<file path="src/rtl/mips_defs_pkg.sv">
// Shared MIPS pipeline constants.
//   INSTR_W   : instruction width, shared with the IF/ID latch
//   HALT_WORD : encoding that freezes fetch
//   NOP_WORD  : word issued downstream while fetch is frozen
//   PC_INC    : sequential PC step in bytes
package mips_defs;

  localparam int unsigned INSTR_W = 32;

  localparam logic [INSTR_W-1:0] HALT_WORD = 32'hFFFF_FFFF;
  localparam logic [INSTR_W-1:0] NOP_WORD  = '0;

  localparam int unsigned PC_INC = 4;

endpackage

</file>
<file path="src/rtl/instruction_memory.sv">
// Instruction memory: one asynchronous read port, one synchronous write port.
// Contents are not reset.
// Ports:
//   clk   : write clock
//   we    : write enable (program load)
//   waddr : write word address
//   wdata : write data
//   raddr : read word address
//   rdata : read data, combinational from raddr
module instruction_memory #(
  parameter int unsigned Width = 32,
  parameter int unsigned AddrW = 7
) (
  input  logic             clk,
  input  logic             we,
  input  logic [AddrW-1:0] waddr,
  input  logic [Width-1:0] wdata,
  input  logic [AddrW-1:0] raddr,
  output logic [Width-1:0] rdata
);

  logic [Width-1:0] mem [2**AddrW];

  always_ff @(posedge clk) begin
    if (we) begin
      mem[waddr] <= wdata;
    end
  end

  // No write bypass: a word written this edge is visible from the next cycle.
  assign rdata = mem[raddr];

endmodule

</file>
<file path="src/rtl/instruction_fetch.sv">
// IF stage: program counter, next-PC selection, halt detection and fetch counter.
// Ports:
//   clk, rst_n                  : clock, synchronous active-low reset
//   stall                       : hazard-unit hold request
//   branch_taken, branch_target : taken-branch redirect
//   jump, jump_target           : jump redirect (wins over branch)
//   mem_we, mem_waddr, mem_wdata: program-load write port
//   pc_incrementado             : pc + 4 (wraps modulo 2^B)
//   instruction                 : fetched word, NOP while halted
//   pc                          : current PC register
//   halted                      : fetch frozen on HALT word
//   fetch_count                 : saturating count of PC advances since reset
module instruction_fetch import mips_defs::*; #(
  parameter int unsigned     B         = INSTR_W,
  parameter int unsigned     ADDR_W    = 7,
  parameter logic [B-1:0]    HALT_WORD = mips_defs::HALT_WORD
) (
  input  logic              clk,
  input  logic              rst_n,
  input  logic              stall,
  input  logic              branch_taken,
  input  logic [B-1:0]      branch_target,
  input  logic              jump,
  input  logic [B-1:0]      jump_target,
  input  logic              mem_we,
  input  logic [ADDR_W-1:0] mem_waddr,
  input  logic [B-1:0]      mem_wdata,
  output logic [B-1:0]      pc_incrementado,
  output logic [B-1:0]      instruction,
  output logic [B-1:0]      pc,
  output logic              halted,
  output logic [B-1:0]      fetch_count
);

  logic [B-1:0] pc_q, pc_d;
  logic         halted_q, halted_d;
  logic [B-1:0] fetch_count_q, fetch_count_d;
  logic [B-1:0] mem_word;
  logic         advance;

  instruction_memory #(
    .Width (B),
    .AddrW (ADDR_W)
  ) u_imem (
    .clk   (clk),
    .we    (mem_we),
    .waddr (mem_waddr),
    .wdata (mem_wdata),
    .raddr (pc_q[ADDR_W+1:2]),
    .rdata (mem_word)
  );

  assign pc_incrementado = pc_q + B'(PC_INC);

  // Redirects come from older instructions, so they beat stall and clear halt.
  always_comb begin
    pc_d     = pc_q;
    halted_d = halted_q;
    advance  = 1'b0;
    if (jump) begin
      pc_d     = jump_target;
      halted_d = 1'b0;
      advance  = 1'b1;
    end else if (branch_taken) begin
      pc_d     = branch_target;
      halted_d = 1'b0;
      advance  = 1'b1;
    end else if (halted_q || stall) begin
      pc_d = pc_q;
    end else if (mem_word == HALT_WORD) begin
      halted_d = 1'b1;
    end else begin
      pc_d    = pc_incrementado;
      advance = 1'b1;
    end
  end

  always_comb begin
    fetch_count_d = fetch_count_q;
    if (advance && (fetch_count_q != '1)) begin
      fetch_count_d = fetch_count_q + 1'b1;
    end
  end

  always_ff @(posedge clk) begin
    if (!rst_n) begin
      pc_q          <= '0;
      halted_q      <= 1'b0;
      fetch_count_q <= '0;
    end else begin
      pc_q          <= pc_d;
      halted_q      <= halted_d;
      fetch_count_q <= fetch_count_d;
    end
  end

  assign pc          = pc_q;
  assign halted      = halted_q;
  assign fetch_count = fetch_count_q;
  assign instruction = halted_q ? B'(NOP_WORD) : mem_word;

endmodule

</file>
<file path="config.mk">
export PLATFORM = sky130hd
export DESIGN_NAME = instruction_fetch
export DESIGN_NICKNAME = d
export VERILOG_FILES = /design/src/rtl/mips_defs_pkg.sv /design/src/rtl/instruction_memory.sv /design/src/rtl/instruction_fetch.sv
export SDC_FILE = /design/constraint.sdc
export NUM_CORES = 2
export LEC_CHECK = 0
export BUFFER_PORTS_ARGS = -buffer_cell sky130_fd_sc_hd__buf_2
export CORE_MARGIN = 2
export CORE_UTILIZATION = 55
export CTS_CLUSTER_DIAMETER = 120
export DETAILED_ROUTE_END_ITERATION = 10
export PLACE_DENSITY = 0.74
export SLEW_MARGIN = 25
export SYNTH_ARGS = -nofsm -noshare
export SYNTH_HDL_FRONTEND = slang
export SYNTH_SLANG_ARGS = --single-unit
</file>
<file path="constraint.sdc">
create_clock -name clk -period 5.2 [get_ports clk]
set_input_delay 1.04 -clock clk [delete_from_list [all_inputs] [get_ports clk]]
set_output_delay 1.04 -clock clk [all_outputs]
set_load 0.03 [all_outputs]
</file>
==> results.sh <==
export IMPL_syn_avg_cell_area_um2=22.6
export IMPL_clk_pin_slew_ns=0.06
export IMPL_ff2ff_setup_slack_ns=0.09
export IMPL_ys_ff_latch=4168
export IMPL_grt_max_degree=94
export IMPL_ys_top_cells_by_count="4096 x edfxtp_1, 1024 x mux4_2, 512 x o22ai_1, 218 x clkbuf_1, 192 x nor2_1"
export IMPL_yosysTopAreaCell="edfxtp_1"
export IMPL_syn2layout_area_growth_pct=16.4
export IMPL_synth_cell_types=53
export IMPL_setup_ws_ns=-0.178
export IMPL_routed_via_density=7.12
export IMPL_synth_cells=6988
export IMPL_drv_slew=0
export IMPL_ys_seq_area_share_pct=78.7
export IMPL_status="finished with violations"
export IMPL_wirelength_mm=468
export IMPL_fmax_mhz=186
export IMPL_synth_top_area_share_pct=77.8
export IMPL_grt_overflow=0
export IMPL_hp_start="jump_target[0]"
export IMPL_endpoint_kind="output port"
export IMPL_cts_hold_buf=0
export IMPL_fin_util_pct=64.5
export IMPL_nFillCells=17600
export IMPL_whs_path_depth=3
export IMPL_clk_insertion_delay_late_ns=0.94
export IMPL_drive_gt1_share_pct=33.7
export IMPL_grt_pass1_wl_mm=635
export IMPL_pre_cts_ws_ns=-0.788
export IMPL_io_pins=238
export IMPL_rsz0062_at_grt="true"
export IMPL_cts_sinks=4168
export IMPL_syn_num_nets=7099
export IMPL_synth_most_common_cell="edfxtp_1"
export IMPL_grt_usage_pct=31.1
export IMPL_ff2ff_path_depth=17
export IMPL_synth_flop_cell="edfxtp_1"
export IMPL_antenna_found_initial=37
export IMPL_drv_cap=0
export IMPL_die_w_um=540
export IMPL_port_buffers=237
export IMPL_finalHoldViolations=0
export IMPL_core_area_mm2=0.285
export IMPL_worst_setup_path_start_kind="register"
export IMPL_dpl_hpwl_mm=248
export IMPL_synthArstFlopShare_pct=0
export IMPL_ys_warn_count=0
export IMPL_dr_pass1_iters=6
export IMPL_period_needed_ns=5.38
export IMPL_hold_end="pc[0]"
export IMPL_synth_edf_count=4096
export IMPL_placed_area_mm2=0.168
export IMPL_cts_root_buf="clkbuf_16"
export IMPL_hold_path_class="input pin to register"
export IMPL_ant_nets=0
export IMPL_violations="negative setup slack"
export IMPL_setup_viol=12
export IMPL_gp_congestion=0.936
export IMPL_rows=196
export IMPL_worstPathRequired_ns=4.16
export IMPL_arrival_ns=4.34
export IMPL_dr_total_vias=84900
export IMPL_fin_crit_sh_pct=103
export IMPL_p_leak_nw=57.3
export IMPL_vdd_drop_max_v=0.000417
export IMPL_drtIter0Drc=15800
export IMPL_powerDensity_mw_per_mm2=393
export IMPL_setup_worst_path_class="register to output port"
export IMPL_die_h_um=540
export IMPL_clk_path_buf_depth=4
export IMPL_cts_tree="done"
export IMPL_initial_utilization_pct=55.4
export IMPL_yosys_top_cells_area="edfxtp_1 78%, mux4_2 15%, o22ai_1 2.0%, dfxtp_1 0.91%, nor4_1 0.53%"
export IMPL_grt_pass1_vias=83400
export IMPL_cts_buffers=404
export IMPL_syn_area_mm2=0.158
export IMPL_worst_clock_skew_ns=0.0633
export IMPL_final_area_mm2=0.184
export IMPL_drc_errors=0
export IMPL_dieArea_mm2=0.292
export IMPL_h_tree_depth=5
export IMPL_max_slew_margin_pct=21.6
export IMPL_worst_pin_slew_ns=1.18
export IMPL_routedWlPerCell_um=39.2
export IMPL_critPathMaxFanout=12
export IMPL_nets=7946
==> per-stage QoR <==
stage          hold slack [ns]  TNS, ns  instances  power, mW
6_report                 0.361    -1.01      11900       72.3
2_1_floorplan            0.596        0       6988       40.6
5_1_grt                  0.399   -0.570      11900       73.7
3_5_place_dp             0.488   -22.86      11000       43.2
4_1_cts                  0.312   -0.430      11800       71.8
3_3_place_gp             0.478   -22.73      11000       43.1
==> cell families after synthesis <==
kind of cell	share of synthesized area, %
muxes	15.0
adders and majority gates	0.0158
AOI/OAI and AO/OA	2.92
buffers and inverters	1.36
xor gates and xnor gates	0.155
DFF	78.7
and+or+nand+nor	1.85
==> report_power, final <==
part	switching [mW]	total (mW)	internal [mW]
combinational	3.87	6.33	2.46
clock	12.6	28.8	16.2
sequential	0.0994	37.1	37.0
total	16.6	72.3	55.7
==> placed cells by master, fill, tap and decap left out, types with 15 or more instances in the layout <==
cell / instances
a211oi_1: 18
a21oi_1: 41
a21oi_4: 16
a22o_1: 16
a22oi_1: 33
a22oi_2: 23
and3_1: 21
buf_12: 94
buf_16: 33
buf_2: 191
buf_4: 474
buf_6: 29
bufinv_16: 36
clkbuf_1: 71
clkbuf_16: 428
clkinv_1: 101
clkinv_2: 71
clkinvlp_4: 15
dfxtp_1: 66
edfxtp_1: 4096
mux2i_1: 62
mux4_2: 1024
nand2_1: 74
nand2b_1: 29
nand3_1: 23
nor2_1: 69
nor2_4: 120
nor3_1: 31
nor4_1: 77
nor4_2: 36
nor4_4: 21
o22ai_1: 461
o22ai_2: 45
xnor2_1: 19
==> cell type report <==
class                   instances  area [um2]  share of cell area, %
repair buffers                847        8280                   4.50
diodes                          8        20.0                 0.0109
multi-input cells            2405       33800                   18.3
inverters                       9        33.8                 0.0184
well taps                    3762        4710                   2.56
flip-flops and latches       4168      124000                   67.6
clock inverters               246        2240                   1.22
clock buffers                 481       10500                   5.72
==> layer usage <==
layer  share of wire (%)  wire length, um  up-vias  track usage (%)
met5               0.024              113        -                0
met1                  33           153000    43800             40.7
met3                  14            66300     1333             8.58
met2                  47           222000     7878             48.7
met4                 5.7            26900       18             15.3
li1                    -                -    31900                -
==> sequential cells by signal, summed over array words and instances, names as in the netlist, named ones only <==
register and flops:
u_imem.mem 4096, halted 1, fetch_count 32, pc 32
==> worst max-delay path, cell delays in order (launching register included) <==
cell       delay [ns]
dfxtp_4          0.39
buf_12           0.17
buf_16           0.18
buf_12           0.16
clkbuf_16        0.19
mux4_2           0.41
o22ai_4          0.12
nor4_4           0.65
a22oi_2          0.21
buf_12           0.20
a21oi_4          0.47
buf_6            0.21
==> timing repair <==
| action | CTS | global route |
|---|---|---|
| pin swaps | 40 | 37 |
| endpoints found under the setup margin | 92 | 32 |
| gates resized for setup | 203 | 84 |
| cloned | 13 | 18 |
| buffers inserted | 46 | 83 |
| hold endpoints to repair | 0 | 0 |
==> worst max-delay path by stage <==
stage	startpoint	endpoint	slack (ns)	depth (start not counted)
final	register	instruction[29]	-0.18	11
after global routing	register	instruction[22]	-0.09	14
after CTS	register	instruction[18]	-0.08	14
after detailed placement	register	instruction[23]	-0.79	8
after global placement	register	instruction[29]	-0.96	8
after floorplan	mem_we	u_imem.mem[100][0]	0.92	3
No activity file was read; power rests on OpenSTA's default activity.
